==> src/rtl/mul_pkg.sv <==
// Shared types and helpers for the mul_sa shift-and-add multiplier.
// State encoding, default operand width and the step-counter width function.
package mul_pkg;

  localparam int MUL_WIDTH_DEF = 4;

  typedef enum logic [1:0] {
    ST_IDLE = 2'd0,
    ST_LOAD = 2'd1,
    ST_CALC = 2'd2,
    ST_DONE = 2'd3
  } mul_state_t;

  // Bits needed to hold a remaining-step count from 0 up to width.
  function automatic int cnt_width(input int width);
    return $clog2(width + 1);
  endfunction

endpackage

==> src/rtl/mul_sa_if.sv <==
// Request/result bundle for mul_sa; master drives operands, slave is the multiplier.
//
// Handshake: go is a one-cycle start strobe, accepted only while the unit is idle
// (busy=0); there is no ready and no queueing, a go seen while busy is dropped.
// done is a one-cycle result pulse; p is valid from that cycle and holds until the
// next done. state mirrors the controller FSM for debug visibility.
interface mul_sa_if
  import mul_pkg::*;
#(
  parameter int WIDTH = MUL_WIDTH_DEF
);

  localparam int CW = cnt_width(WIDTH);

  logic                 go;
  logic [WIDTH-1:0]     x;
  logic [WIDTH-1:0]     y;
  logic                 busy;
  logic                 done;
  logic [2*WIDTH-1:0]   p;
  logic [CW-1:0]        cnt_out;
  logic [1:0]           state;

  modport master (
    output go,
    output x,
    output y,
    input  busy,
    input  done,
    input  p,
    input  cnt_out,
    input  state
  );

  modport slave (
    input  go,
    input  x,
    input  y,
    output busy,
    output done,
    output p,
    output cnt_out,
    output state
  );

endinterface

==> src/rtl/mul_dp.sv <==
// Shift-and-add datapath: multiplicand/multiplier shifters, accumulator adder
// and the remaining-step counter, driven by ld/step from the mul_sa controller.
module mul_dp
  import mul_pkg::*;
#(
  parameter int WIDTH = MUL_WIDTH_DEF,
  parameter int CW    = cnt_width(WIDTH)
) (
  input  logic                 clk,
  input  logic                 rst,
  input  logic                 ld,
  input  logic                 step,
  input  logic [WIDTH-1:0]     x,
  input  logic [WIDTH-1:0]     y,
  output logic                 b_zero,
  output logic                 cnt_zero,
  output logic [2*WIDTH-1:0]   acc_next,
  output logic [CW-1:0]        cnt
);

  logic [2*WIDTH-1:0] a_q;
  logic [WIDTH-1:0]   b_q;
  logic [2*WIDTH-1:0] acc_q;
  logic [CW-1:0]      cnt_q;

  logic [2*WIDTH-1:0] acc_sum;
  logic [2*WIDTH-1:0] a_shift;
  logic [WIDTH-1:0]   b_shift;
  logic [CW-1:0]      cnt_dec;

  // The product of two WIDTH-bit values fits in 2*WIDTH bits, so the sum never carries out.
  always_comb begin
    acc_sum = acc_q;
    if (b_q[0]) begin
      acc_sum = acc_q + a_q;
    end
    a_shift = a_q << 1;
    b_shift = b_q >> 1;
    cnt_dec = cnt_q - CW'(1);
  end

  // Status reflects the values the current step produces, so the controller
  // can leave CALC on the same edge that performs the final step.
  assign b_zero   = (b_shift == '0);
  assign cnt_zero = (cnt_dec == '0);
  assign acc_next = acc_sum;
  assign cnt      = cnt_q;

  always_ff @(posedge clk) begin
    if (rst) begin
      a_q   <= '0;
      b_q   <= '0;
      acc_q <= '0;
      cnt_q <= '0;
    end else if (ld) begin
      a_q   <= {{WIDTH{1'b0}}, x};
      b_q   <= y;
      acc_q <= '0;
      cnt_q <= CW'(WIDTH);
    end else if (step) begin
      a_q   <= a_shift;
      b_q   <= b_shift;
      acc_q <= acc_sum;
      cnt_q <= cnt_dec;
    end
  end

endmodule

==> src/rtl/mul_sa.sv <==
// Sequential unsigned shift-and-add multiplier: FSM, operand staging, busy/done and p.
// Build option MUL_EARLY_EXIT_EN ends CALC once the remaining multiplier bits are all zero.
module mul_sa
  import mul_pkg::*;
#(
  parameter int WIDTH = MUL_WIDTH_DEF
) (
  input  logic     CLK,
  input  logic     RST,
  mul_sa_if.slave  bus
);

  localparam int CW = cnt_width(WIDTH);

  localparam logic [1:0] IDLE = ST_IDLE;
  localparam logic [1:0] LOAD = ST_LOAD;
  localparam logic [1:0] CALC = ST_CALC;
  localparam logic [1:0] DONE = ST_DONE;

  logic [1:0]          state_q;
  logic [1:0]          state_nxt;
  logic [WIDTH-1:0]    x_stage;
  logic [WIDTH-1:0]    y_stage;
  logic                busy_q;
  logic                done_q;
  logic [2*WIDTH-1:0]  p_q;

  logic                ld;
  logic                step;
  logic                b_zero;
  logic                cnt_zero;
  logic                calc_exit;
  logic [2*WIDTH-1:0]  acc_next;
  logic [CW-1:0]       cnt;

  mul_dp #(
    .WIDTH (WIDTH),
    .CW    (CW)
  ) u_dp (
    .clk      (CLK),
    .rst      (RST),
    .ld       (ld),
    .step     (step),
    .x        (x_stage),
    .y        (y_stage),
    .b_zero   (b_zero),
    .cnt_zero (cnt_zero),
    .acc_next (acc_next),
    .cnt      (cnt)
  );

  assign ld   = (state_q == LOAD);
  assign step = (state_q == CALC);

`ifdef MUL_EARLY_EXIT_EN
  assign calc_exit = cnt_zero | b_zero;
`else
  logic unused_b_zero;
  assign unused_b_zero = b_zero;
  assign calc_exit     = cnt_zero;
`endif

  always_comb begin
    state_nxt = state_q;
    case (state_q)
      IDLE:    if (bus.go) state_nxt = LOAD;
      LOAD:    state_nxt = CALC;
      CALC:    if (calc_exit) state_nxt = DONE;
      DONE:    state_nxt = IDLE;
      default: state_nxt = IDLE;
    endcase
  end

  // busy/done are decoded from the next state so both are plain registers.
  always_ff @(posedge CLK) begin
    if (RST) begin
      state_q <= IDLE;
      x_stage <= '0;
      y_stage <= '0;
      busy_q  <= 1'b0;
      done_q  <= 1'b0;
      p_q     <= '0;
    end else begin
      state_q <= state_nxt;
      busy_q  <= (state_nxt != IDLE);
      done_q  <= (state_nxt == DONE);
      if ((state_q == IDLE) && bus.go) begin
        x_stage <= bus.x;
        y_stage <= bus.y;
      end
      // Capture the post-step sum so p is already valid in the DONE cycle.
      if ((state_q == CALC) && calc_exit) begin
        p_q <= acc_next;
      end
    end
  end

  assign bus.busy    = busy_q;
  assign bus.done    = done_q;
  assign bus.p       = p_q;
  assign bus.cnt_out = cnt;
  assign bus.state   = state_q;

endmodule

==> src/flat_wrapper.sv <==
// flat-port wrapper written by rule: the top's interface ports become plain ports
module mul_sa_flat import mul_pkg::*;
#(
  parameter int WIDTH = MUL_WIDTH_DEF
)
  (CLK, RST, bus_go, bus_x, bus_y, bus_busy, bus_done, bus_p, bus_cnt_out, bus_state);
  mul_sa_if #(.WIDTH(WIDTH)) bus_i ();
  input  logic CLK;
  input  logic RST;
  input wire logic [$bits(bus_i.go)-1:0] bus_go;
  input wire logic [$bits(bus_i.x)-1:0] bus_x;
  input wire logic [$bits(bus_i.y)-1:0] bus_y;
  output wire logic [$bits(bus_i.busy)-1:0] bus_busy;
  output wire logic [$bits(bus_i.done)-1:0] bus_done;
  output wire logic [$bits(bus_i.p)-1:0] bus_p;
  output wire logic [$bits(bus_i.cnt_out)-1:0] bus_cnt_out;
  output wire logic [$bits(bus_i.state)-1:0] bus_state;
  assign bus_i.go = bus_go;
  assign bus_i.x = bus_x;
  assign bus_i.y = bus_y;
  assign bus_busy = bus_i.busy;
  assign bus_done = bus_i.done;
  assign bus_p = bus_i.p;
  assign bus_cnt_out = bus_i.cnt_out;
  assign bus_state = bus_i.state;
  mul_sa #(.WIDTH(WIDTH)) u_core (.CLK(CLK), .RST(RST), .bus(bus_i));
endmodule
==> config.mk <==
export PLATFORM = sky130hd
export DESIGN_NAME = mul_sa_flat
export DESIGN_NICKNAME = d
export VERILOG_FILES = /design/src/rtl/mul_pkg.sv /design/src/rtl/mul_sa_if.sv /design/src/rtl/mul_dp.sv /design/src/rtl/mul_sa.sv /design/src/flat_wrapper.sv
export SDC_FILE = /design/constraint.sdc
export NUM_CORES = 1
export LEC_CHECK = 0
export ABC_AREA = 1
export ABC_CLOCK_PERIOD_IN_PS = 1800
export CAP_MARGIN = 10
export CORE_MARGIN = 3
export CORE_UTILIZATION = 45
export DETAILED_ROUTE_END_ITERATION = 6
export DONT_BUFFER_PORTS = 1
export PLACE_DENSITY = 0.64
export SLEW_MARGIN = 5
export SYNTH_ARGS = -nofsm -noshare
export SYNTH_HDL_FRONTEND = slang
export SYNTH_HIERARCHICAL = 1
export SYNTH_SLANG_ARGS = --single-unit
==> constraint.sdc <==
create_clock -name CLK -period 1.8 [get_ports CLK]
set_input_delay 0.45 -clock CLK [delete_from_list [all_inputs] [get_ports CLK]]
set_output_delay 0.45 -clock CLK [all_outputs]
set_load 0.01 [all_outputs]
==> metrics.txt <==
vias per cell=between 4 and 5; Vias=1,809; worst endpoint required time=just over 2000 ps; Final Hold Fails=0; met3 wire length=approximately 140 um; Worst setup EP type=flip-flop; share of power burned in registers=a little under half; final WL=between 4000 and 5000 um; outcome=finished clean; WL met2=between 2000 and 2500 um; fin crit share=between 90% and 100%; pin count of the biggest net entering global routing=18; Synth Net Count=around 330; Starting DRT DRC Count=79; CTS Buf Count=5; Post-DP Area=about 2200 um2; die height=~75 um; initial antenna violation count=0; DRT antenna net count=0; internal power=between 0.0015 and 0.002 W; worst skew pair latency=just under 300 ps; Layout Nets=337; Final setup viols=0; H-tree depth=2; core area=around 4500 um2; Comb pwr share=between 20 and 25%; Pleak=1.11 nW; Area Growth Syn to Fin=10.1%; hold crit path type=in -> reg; Yosys warnings=6; DRC=0; clk_skew=slightly above 7 ps; NetSw=0.000691 W; max-slew violations=0; CP cell instances=ha_4 -> inv_2 -> fa_2 -> inv_2 -> nand2_2 -> nand2_2 -> and2_4 -> or2_0 -> nand3_2 -> nand2_1 -> o21ai_1 -> nor2_1; GR Overflow Total=0; port bufs=0; crit path max fanout=2; layout cells sized above 1=roughly an eighth; vias in the first global route=around 1,700; row cnt=24; Clock Path Buffers=2; Max IR drop VDD=619 uV; Ant. Diodes=0; Worst-Margin Slew=approximately 450 ps; DR pass1 iterations=4; die area=~5700 um2; FF-to-FF Start=u_core/u_dp/acc_q[0]; num ports=26; Tot GR Track Use=about 17%; first-pass GRT wire length=between 7000 and 8000 um; HPWL Detailed=3180 um; Starting Density=between 40% and 50%; HP Start=RST; PD cells=around 1000 nW/um2; clk root buf=clkbuf_8; slowest CP cell=dfxtp_2; GPL Wtd Cong=~0.85; Final Cell Area=2370 um2; Final Core Density=53.0%; classification of the worst setup path=reg -> reg; setup_tns=0 ps; switch share=29.8%; maxcap violations=0; CP peak stage delay=roughly 360 ps; Worst Path Arrival=between 1500 and 2000 ps; DR WL/cell=roughly 12 um; Setup crit start=u_core/u_dp/acc_q[0]; CTS tree=built; CP startpoint kind=flip-flop; Post-Syn Area=2160 um2; wire length on met1=about 2100 um; Die W=between 70 and 80 um; # clock sinks=43; Min Hold Slack=214 ps; Top Metal Used=met4; Max-slew headroom=a little over two thirds; Synth Area per Inst=just over 7 um2; Clock Power Share=between 30% and 40%; Max Clk Rate=~600 MHz; Final min period=~1700 ps; Synth Instances=just over 300; CTS clk-pin slew, worst paths=80 ps
## cell usage in the layout (no fill, tap or decap), types with 2 or more instances in the layout
cell type	instances
dfxtp_2	3
buf_4	10
a21oi_1	16
inv_1	42
dfxtp_1	40
nand3_1	11
ha_1	10
nand3_2	2
o211ai_1	2
nor2_1	52
inv_2	4
clkbuf_8	5
ha_4	2
o21ai_0	25
xnor2_1	2
o221ai_1	3
nand2_2	5
nand2_1	60
nand3b_1	2
o21ai_1	4
## power by group through the flow
stage / clock network [W] / registers, W / logic (W)
floorplan: 0 / 0.00112 / 0.000363
global placement: 0 / 0.00113 / 0.000458
detailed placement: 0 / 0.00113 / 0.000464
CTS: 0.000747 / 0.00111 / 0.000466
global route: 0.000790 / 0.00113 / 0.000563
finish: 0.000735 / 0.00112 / 0.000473
## worst paths after layout
| path | depth (start not counted) | to | slack, ps |
|---|---|---|---|
| setup / recovery | 12 | u_core/bus.p[4] | 100 |
| hold / removal | 1 | u_core/u_dp/a_q[0] | 210 |
| setup reg to reg | 12 | u_core/bus.p[4] | 100 |
| hold reg to reg | 2 | u_core/u_dp/a_q[0] | 470 |
## worst max-delay path: cells and delay by family (launching register included)
family / cells / cell delay [ps]
compound gates: 1 / 50
fa+ha+maj: 2 / 480
buf+inv: 2 / 100
flops: 1 / 360
simple gates: 7 / 650
## through the flow
stage | worst slack (ps) | cells | total power (W)
2_1_floorplan | 136 | 302 | 0.00148
3_3_place_gp | 63.8 | 356 | 0.00159
3_5_place_dp | 22.0 | 356 | 0.00160
4_1_cts | 6.68 | 363 | 0.00232
5_1_grt | -20.0 | 364 | 0.00248
6_report | 99.5 | 364 | 0.00232
## cell type report
type	count	area, um2
Sequential cell	43	865
Multi-Input combinational cell	205	1090
Clock buffer	6	72.6
Timing Repair Buffer	10	75.1
Clock inverter	1	30.0
Fill cell	441	2100
Tap cell	52	65.1
Inverter	47	179
## routing by layer
layer	global-route usage, %	vias to the layer above
met5	0	-
met4	4.66	0
met3	4.41	4
met2	28.2	25
met1	21.2	819
li1	-	961
## sequential cells by signal, indices dropped and copies added (netlist names)
register / count
u_core/u_dp/b_q: 4
u_core/bus.p: 8
u_core/u_dp/acc_q: 8
u_core/y_stage: 4
u_core/u_dp/cnt: 3
u_core/bus.state: 2
u_core/bus.done: 1
u_core/u_dp/a_q: 8
u_core/bus.busy: 1
u_core/x_stage: 4
## timing repair
item	in CTS	in global routing
resized for setup	0	14
setup buffers	0	1
hold buffers	0	0
setup endpoints to repair	0	8
Note: power is estimated with default switching activity, not from simulation.
